**src/rtl/regfile_mp_if.sv**
```systemverilog
// regfile_mp_if: write, issue and read signals of the two-write-port register file
interface regfile_mp_if #(
    parameter int DATA_WIDTH = 32,
    parameter int ADDR_WIDTH = 5
);
    logic                  RegWrite_a;
    logic [ADDR_WIDTH-1:0] Write_register_a;
    logic [DATA_WIDTH-1:0] Write_data_a;
    logic                  RegWrite_b;
    logic [ADDR_WIDTH-1:0] Write_register_b;
    logic [DATA_WIDTH-1:0] Write_data_b;
    logic                  Issue;
    logic [ADDR_WIDTH-1:0] Issue_register;
    logic [ADDR_WIDTH-1:0] Read_register1;
    logic [ADDR_WIDTH-1:0] Read_register2;
    logic [DATA_WIDTH-1:0] Read_data1;
    logic [DATA_WIDTH-1:0] Read_data2;
    logic                  Busy1;
    logic                  Busy2;

    modport master (
        output RegWrite_a, Write_register_a, Write_data_a,
        output RegWrite_b, Write_register_b, Write_data_b,
        output Issue, Issue_register, Read_register1, Read_register2,
        input  Read_data1, Read_data2, Busy1, Busy2
    );

    modport slave (
        input  RegWrite_a, Write_register_a, Write_data_a,
        input  RegWrite_b, Write_register_b, Write_data_b,
        input  Issue, Issue_register, Read_register1, Read_register2,
        output Read_data1, Read_data2, Busy1, Busy2
    );
endinterface

```
**src/rtl/regfile_mp.sv**
```systemverilog
// regfile_mp: two-write-port register file with combinational reads, optional write bypass and pending scoreboard
module regfile_mp #(
    parameter int                    DATA_WIDTH = 32,
    parameter int                    ADDR_WIDTH = 5,
    parameter int                    SP_INDEX   = 29,
    parameter logic [DATA_WIDTH-1:0] SP_RESET   = 32'h3fc,
    parameter bit                    BYPASS     = 1'b1
) (
    input logic         clk,
    input logic         reset,
    regfile_mp_if.slave bus
);
    localparam int DEPTH = 2 ** ADDR_WIDTH;

    logic [DATA_WIDTH-1:0] regs [1:DEPTH-1];
    logic [DEPTH-1:1]      pending;
    logic [ADDR_WIDTH-1:0] wr_a, wr_b;
    logic [DATA_WIDTH-1:0] wd_a, wd_b;
    logic                  commit_a, commit_b, bypass_on;

    assign wr_a      = bus.Write_register_a;
    assign wr_b      = bus.Write_register_b;
    assign wd_a      = bus.Write_data_a;
    assign wd_b      = bus.Write_data_b;
    assign commit_a  = bus.RegWrite_a && wr_a != '0;
    assign commit_b  = bus.RegWrite_b && wr_b != '0;
    assign bypass_on = BYPASS && reset;

    // Returns {busy, data}; a bypass hit means the value is available now, so busy drops.
    function automatic logic [DATA_WIDTH:0] read_port(input logic [ADDR_WIDTH-1:0] r);
        logic hit_a, hit_b;
        hit_a = bypass_on && commit_a && wr_a == r;
        hit_b = bypass_on && commit_b && wr_b == r;
        return (r == '0) ? '0 :
               hit_b     ? {1'b0, wd_b} :
               hit_a     ? {1'b0, wd_a} :
                           {pending[r], regs[r]};
    endfunction

    // Register storage: port B is written last so it wins a same-index conflict.
    always_ff @(posedge clk) begin
        if (!reset) begin
            for (int i = 1; i < DEPTH; i++)
                regs[i] <= (i == SP_INDEX) ? SP_RESET : '0;
        end else begin
            if (commit_a) regs[wr_a] <= wd_a;
            if (commit_b) regs[wr_b] <= wd_b;
        end
    end

    // Scoreboard: a committing write clears, a new issue sets and overrides the clear.
    always_ff @(posedge clk) begin
        if (!reset) begin
            pending <= '0;
        end else begin
            for (int i = 1; i < DEPTH; i++) begin
                if ((commit_a && wr_a == ADDR_WIDTH'(i)) || (commit_b && wr_b == ADDR_WIDTH'(i)))
                    pending[i] <= 1'b0;
                if (bus.Issue && bus.Issue_register == ADDR_WIDTH'(i))
                    pending[i] <= 1'b1;
            end
        end
    end

    // Two independent combinational read ports.
    always_comb begin
        {bus.Busy1, bus.Read_data1} = read_port(bus.Read_register1);
        {bus.Busy2, bus.Read_data2} = read_port(bus.Read_register2);
    end
endmodule

```
**src/flat_wrapper.sv**
```systemverilog
// flat-port wrapper written by rule: the top's interface ports become plain ports
module regfile_mp_flat 
#(
    parameter int                    DATA_WIDTH = 32,
    parameter int                    ADDR_WIDTH = 5,
    parameter int                    SP_INDEX   = 29,
    parameter logic [DATA_WIDTH-1:0] SP_RESET   = 32'h3fc,
    parameter bit                    BYPASS     = 1'b1
)
  (clk, reset, bus_RegWrite_a, bus_Write_register_a, bus_Write_data_a, bus_RegWrite_b, bus_Write_register_b, bus_Write_data_b, bus_Issue, bus_Issue_register, bus_Read_register1, bus_Read_register2, bus_Read_data1, bus_Read_data2, bus_Busy1, bus_Busy2);
  regfile_mp_if #(.DATA_WIDTH(DATA_WIDTH), .ADDR_WIDTH(ADDR_WIDTH)) bus_i ();
  input logic clk;
  input logic reset;
  input wire logic [$bits(bus_i.RegWrite_a)-1:0] bus_RegWrite_a;
  input wire logic [$bits(bus_i.Write_register_a)-1:0] bus_Write_register_a;
  input wire logic [$bits(bus_i.Write_data_a)-1:0] bus_Write_data_a;
  input wire logic [$bits(bus_i.RegWrite_b)-1:0] bus_RegWrite_b;
  input wire logic [$bits(bus_i.Write_register_b)-1:0] bus_Write_register_b;
  input wire logic [$bits(bus_i.Write_data_b)-1:0] bus_Write_data_b;
  input wire logic [$bits(bus_i.Issue)-1:0] bus_Issue;
  input wire logic [$bits(bus_i.Issue_register)-1:0] bus_Issue_register;
  input wire logic [$bits(bus_i.Read_register1)-1:0] bus_Read_register1;
  input wire logic [$bits(bus_i.Read_register2)-1:0] bus_Read_register2;
  output wire logic [$bits(bus_i.Read_data1)-1:0] bus_Read_data1;
  output wire logic [$bits(bus_i.Read_data2)-1:0] bus_Read_data2;
  output wire logic [$bits(bus_i.Busy1)-1:0] bus_Busy1;
  output wire logic [$bits(bus_i.Busy2)-1:0] bus_Busy2;
  assign bus_i.RegWrite_a = bus_RegWrite_a;
  assign bus_i.Write_register_a = bus_Write_register_a;
  assign bus_i.Write_data_a = bus_Write_data_a;
  assign bus_i.RegWrite_b = bus_RegWrite_b;
  assign bus_i.Write_register_b = bus_Write_register_b;
  assign bus_i.Write_data_b = bus_Write_data_b;
  assign bus_i.Issue = bus_Issue;
  assign bus_i.Issue_register = bus_Issue_register;
  assign bus_i.Read_register1 = bus_Read_register1;
  assign bus_i.Read_register2 = bus_Read_register2;
  assign bus_Read_data1 = bus_i.Read_data1;
  assign bus_Read_data2 = bus_i.Read_data2;
  assign bus_Busy1 = bus_i.Busy1;
  assign bus_Busy2 = bus_i.Busy2;
  regfile_mp #(.DATA_WIDTH(DATA_WIDTH), .ADDR_WIDTH(ADDR_WIDTH), .SP_INDEX(SP_INDEX), .SP_RESET(SP_RESET), .BYPASS(BYPASS)) u_core (.clk(clk), .reset(reset), .bus(bus_i));
endmodule
```
**config.mk**
```make
export PLATFORM = sky130hd
export DESIGN_NAME = regfile_mp_flat
export DESIGN_NICKNAME = d
export VERILOG_FILES = /design/src/rtl/regfile_mp_if.sv /design/src/rtl/regfile_mp.sv /design/src/flat_wrapper.sv
export SDC_FILE = /design/constraint.sdc
export NUM_CORES = 2
export LEC_CHECK = 0
export CAP_MARGIN = 20
export CORE_ASPECT_RATIO = 1.25
export CORE_MARGIN = 8
export CORE_UTILIZATION = 30
export CTS_CLUSTER_SIZE = 28
export DETAILED_ROUTE_END_ITERATION = 10
export MAX_ROUTING_LAYER = met4
export PLACE_DENSITY = 0.48
export SLEW_MARGIN = 20
export SYNTH_ARGS = -nofsm -noshare
export SYNTH_HDL_FRONTEND = slang
export SYNTH_SLANG_ARGS = --single-unit
```
**constraint.sdc**
```tcl
create_clock -name clk -period 4.8 [get_ports clk]
set_input_delay 1.2 -clock clk [delete_from_list [all_inputs] [get_ports clk]]
set_output_delay 1.2 -clock clk [all_outputs]
set_load 0.02 [all_outputs]
```
# Word level (Yosys, flattened, before mapping)
# Memory sizes are Yosys's and may differ from the RTL's.
# Cells that the tools add are included.
[classes] order_cmp=2 eq_ne=97 mux=85 n_reduce_logical=169
[ops] operator="$eq 5x5->1 const B" count=48
[ops] operator="$mux 33" count=6
[ops] operator="$eq 5x4->1 const B" count=24
[ops] operator="$logic_and 1x1->1" count=101
[ops] operator="$mux 1" count=73
[ops] operator="$mux 32" count=2
[ops] operator="$reduce_or 32->1" count=2
[ops] operator="$reduce_bool 2->1" count=31
[ops] operator="$eq 5x3->1 const B" count=12
[ops] operator="$logic_or 1x1->1" count=31
[ops] operator="$eq 5x2->1 const B" count=6
[ops] operator="$eq 5x5->1" count=4
[ops] operator="$eq 5x1->1 const B" count=3
[ops] operator="$lt 5x6->1 const B" count=2
[ops] operator="$bmux 1 s5" count=2
[ops] operator="$logic_not 5->1" count=2
[ops] operator="$mux 5" count=2
[ops] operator="$reduce_bool 5->1" count=2
[word_totals] ff_bits=31 mem_bits_rw=992 in_bits=94 out_inout_bits=66 word_cells=385 n_memories=1
[mem_list] memory="u_core.regs" depth=31 word_bits=32 read_ports=2 rd_ports_with_merged_regs=0 wr=31 line_no="regfile_mp.sv:15" source="logic [DATA_WIDTH-1:0] regs [1:DEPTH-1];"

# Logic depth before layout (Yosys ltp)
[depth] word_depth=7 ltp_mapped=10 depth_no_buf=6

# Least setup slack after synthesis
# Ideal clock, no wire load.
[synth_path] path_kind="input -> output" start="input port bus_Write_register_b[0]" end="output port bus_Busy2" t_arrival_ns=3.326 required_ns=3.600 slack_ns=0.274 path_stages=7 n_path_buf=3 path_cell_list="buf_4 > or4_4 > o211a_1 > and4_1 > clkbuf_1 > clkbuf_1 > nor4_1"
[synth_between] elab_chain_cells=6 word_cells_on_any_way=7 cone_classes="1 x eq/ne; 2 x mux; 4 x reduce/logical"
[synth_rtl] item="start: declaration" line_no="flat_wrapper.sv:18" source="input wire logic [$bits(bus_i.Write_register_b)-1:0] bus_Write_register_b;"
[synth_rtl] item="$reduce_bool 5->1" line_no="regfile_mp.sv:26" source="assign commit_b = bus.RegWrite_b && wr_b != '0;"
[synth_rtl] item="$logic_and 1x1->1" line_no="regfile_mp.sv:26"
[synth_rtl] item="$logic_and 1x1->1" line_no="regfile_mp.sv:33" source="hit_b = bypass_on && commit_b && wr_b == r;"
[synth_rtl] item="$logic_and 1x1->1 *" line_no="regfile_mp.sv:33"
[synth_rtl] item="$mux 33 *" line_no="regfile_mp.sv:35" source="hit_b ? {1'b0, wd_b} :"
[synth_rtl] item="$mux 33 *" line_no="regfile_mp.sv:34" source="return (r == '0) ? '0 :"
[synth_rtl] item="end: declaration" line_no="flat_wrapper.sv:27" source="output wire logic [$bits(bus_i.Busy2)-1:0] bus_Busy2;"
# Every way passes the cells marked *; elsewhere a longest branch is shown, timed or not.

# Final worst setup path
[layout_path] start="input port bus_Write_register_b[0]" end="output port bus_Read_data2[22]"
[layout_between] elab_chain_cells=6 word_cells_on_any_way=7 cone_classes="1 x eq/ne; 2 x mux; 4 x reduce/logical"
[layout_rtl] item="$reduce_bool 5->1" line_no="regfile_mp.sv:26"
[layout_rtl] item="$logic_and 1x1->1" line_no="regfile_mp.sv:26"
[layout_rtl] item="$logic_and 1x1->1" line_no="regfile_mp.sv:33"
[layout_rtl] item="$logic_and 1x1->1 *" line_no="regfile_mp.sv:33"
[layout_rtl] item="$mux 33 *" line_no="regfile_mp.sv:35"
[layout_rtl] item="$mux 33 *" line_no="regfile_mp.sv:34"
[layout_rtl] item="end: declaration" line_no="flat_wrapper.sv:25" source="output wire logic [$bits(bus_i.Read_data2)-1:0] bus_Read_data2;"
# Marked as above.

==> metrics.md <==
| Metric | Value |
|---|---|
| Rows | between 150 and 200 |
| DRT Pass-1 Iters | 6 |
| Routability cong. | slightly below 0.9 |
| Synth Cell Area | 0.0620 mm2 |
| Area Overhead vs Synth | 23.4% |
| Clock latency on the worst-skew pair | just under 800 ps |
| Inst Count DP | around 7,200 |
| Least-Margin Pin Slew | roughly 1000 ps |
| CTS tree | done |
| GR Overflow Total | 0 |
| First-pass GRT wire length | roughly 400,000 um |
| Period utilisation layout | 100% |
| Worst VDD drop | about 0.30 mV |
| Die ar. | 0.222 mm2 |
| Num ports | between 150 and 200 |
| Rel. slew slack | a little under a third |
| Hold endpoint | u_core.pending[15] |
| WP data required | ~3600 ps |
| Initial Utilization | between 30% and 40% |
| Hold Crit Depth | 2 |
| Finished Layout Cells | approximately 7,500 |
| Post-synth EDFFs | between 1,000 and 1,500 |
| Leakage | 25.9 nW |
| H-tree Lvls | 3 |
| Post-synth top area share | between 40% and 50% |
| Routed len/inst | approximately 41 um |
| Startpoint types | primary input |
| Layout fillers | between 15,000 and 20,000 |
| Synth area leaders | edfxtp_1 (50%), mux4_2 (19%), a22o_1 (14%) |
| Drt total wl | between 300,000 and 400,000 um |
| Hold Fails Final Rpt | 0 |
| Worst Skew | 0 ps |
| Setup CP Type | primary input to output port |
| Max cap viols | 0 |
| Final hold slack | roughly 480 ps |
| Register area share after synthesis | just over 50% |
| Setup_tns | -36.7 ps |
| RSZ-0062 raised after global routing | yes |
| Fraction of layout cells with a size suffix above 1 | 34.6% |
| Buffers on Ports | around 160 |
| Worst Path Arrival | roughly 3600 ps |
| Most frequent cell after synthesis | edfxtp_1 |
| Synth area leader | edfxtp_1 |
| Worst r2r dst | u_core.pending[1] |
| Num CTS Buffers | 118 |
| Post-Layout Inst Area | between 0.07 and 0.08 mm2 |
| Synth unique cells | 60 |
| Final worst setup slack | -20.8 ps |
| Status | complete, but fails checks |
| Max-slew violations | 0 |
| Largest net degree at the start of global routing | 54 |
| Syn_area_per_cell | 13.9 um2 |
| Worst R2R Start | u_core.pending[1] |
| Die Ht | approximately 520 um |
| Setup Viol. Count Final | 2 |
| Final ANT Viol Nets | 0 |
| Dpl hpwl | about 190,000 um |
| Max Root-Sink Buffers | 3 |
| DR iter-0 viols | about 6,400 |
| Worst hold path startpoint | u_core.pending[15] |
| Worst reg-to-reg setup slack | approximately 4000 ps |
| Core Region | 0.205 mm2 |
| Hold Path Class | flip-flop to flip-flop |
| Main synth FF type | edfxtp_1 |
| Root Buffer | clkbuf_16 |
| Failing checks | setup timing |
| CTS Hold Bufs | 0 |
| Critical Path End Type | output port |
| Clk sinks | 1,055 |
| Post-synthesis async set-or-reset flop share | 0% |
| Detailed-route via count | ~50,000 |
| Clock transition at path regs | ~60 ps |
| Post-layout nets | about 4,800 |
| Initial antenna violation count | 16 |
| # DRC | 0 |
| Power per Cell Area | approximately 320 mW/mm2 |
| Yosys reg bits | approximately 1,100 |
| Number of global-route vias before repair | about 50,000 |
| Mapped Cells | 4,467 |
| GRT Total Usage | between 20% and 30% |
| Post-synth top cells | edfxtp_1 (1,024), a22o_1 (984), clkbuf_1 (527), mux4_2 (523), nand2_1 (331) |
| Synth warn | 0 |
| Post-DP Area | around 0.07 mm2 |
| Crit path time final | just under 5000 ps |
| Max Fclk | 207 MHz |
| Die Wd | 423 um |
| Critical path fanouts, max | 7 |
| Vias/cell | 6.51 |
| Worst r2r path cells | 2 |
## repair_timing
action | in CTS | in global routing
pin swaps | 38 | 39
endpoints found under the setup margin | 66 | 64
resized for setup | 226 | 130
cloned | 12 | 5
buffers inserted | 29 | 21
## critical path, stage by stage
cell and delay [ps]:
dlygate4sd2_1 240, or4_4 480, o211a_1 270, buf_4 140
buf_4 120, and4_4 190, buf_12 180, buf_12 170
a221oi_4 360, nor2_4 90, buf_6 150
## state kept, by name, summed over array words and instances (netlist names)
register / count
u_core.pending: 31
u_core.regs: 1024
## cell type report
cell class | count | area [um2] | share of cell area [%]
clock inverters | 73 | 633 | 0.827
multi-input cells | 2711 | 29400 | 38.5
clock buffers | 144 | 3070 | 4.01
repair buffers | 773 | 8460 | 11.1
inverters | 32 | 123 | 0.160
flip-flops and latches | 1055 | 31400 | 41.0
diodes | 8 | 20.0 | 0.0262
well taps | 2726 | 3410 | 4.46
## where the power goes
part           internal [mW]  leakage, nW  switching, mW
Combinational           1.80         14.0           2.47
Sequential              10.7         10.1          0.282
Clock                   4.96         1.81           4.08
Total                   17.4         25.9           6.83
## stage by stage
stage | utilization (%) | total power [mW] | setup slack, ps
after floorplan | - | 13.2 | 274
after global placement | 34.4 | 15.1 | -1020
after detailed placement | 34.4 | 15.2 | -1010
after CTS | 36.9 | 24.2 | -61.7
after global routing | 37.2 | 24.8 | -67.4
final | 37.2 | 24.3 | -20.8
## kinds of logic after synthesis
kind of cell | Yosys count | synth area share (%)
buf+inv | 732 | 4.84
compound gates | 1362 | 18.2
other cells | 1 | 0.00605
xor+xnor | 20 | 0.282
mux | 664 | 21.4
simple gates | 633 | 4.66
flops | 1055 | 50.6
## metal layers
layer  vias to the layer above  GRT usage (%)  wire length [um]  share of wire, %
met2                      3248           44.0            145000                48
met4                         0           17.0             23500               7.7
met5                         -              -                 0                 0
li1                      19000              -                 -                 -
met3                      1022           4.68             26100               8.5
met1                     25800           31.4            111000                36
## worst max path at each step
stage | from | end | slack [ps]
5_1_grt | bus_Write_register_b[0] | bus_Read_data2[22] | -70
2_1_floorplan | bus_Write_register_b[0] | bus_Busy2 | 270
6_report | bus_Write_register_b[0] | bus_Read_data2[22] | -20
3_3_place_gp | bus_Write_register_b[0] | bus_Read_data1[6] | -1020
3_5_place_dp | bus_Write_register_a[0] | bus_Read_data1[6] | -1010
4_1_cts | bus_Write_register_b[0] | bus_Read_data2[22] | -60
## layout by cell type, fill, tap and decap left out, types with 12 or more instances in the layout
cell	instances
a221oi_1	15
mux2i_1	75
mux2_2	65
buf_4	464
a211oi_1	29
a311oi_2	13
conb_1	32
a32oi_1	33
buf_16	26
clkbuf_16	124
nor2_4	30
edfxtp_1	1024
nor3_4	15
clkbuf_1	25
buf_12	127
buf_6	34
inv_1	29
nand2_1	316
nand3_1	16
a22o_1	984
o22ai_1	36
nor3_2	16
a31oi_1	54
a221oi_2	12
nor3b_2	20
clkdlybuf4s50_1	71
dfxtp_1	31
a311oi_1	14
clkinv_2	20
clkbuf_2	15
nand2_2	13
o21ai_0	69
o221ai_4	26
mux4_2	523
nor2_1	100
nor2b_1	44
clkinv_1	39
Note: power is estimated with default switching activity, not from simulation.
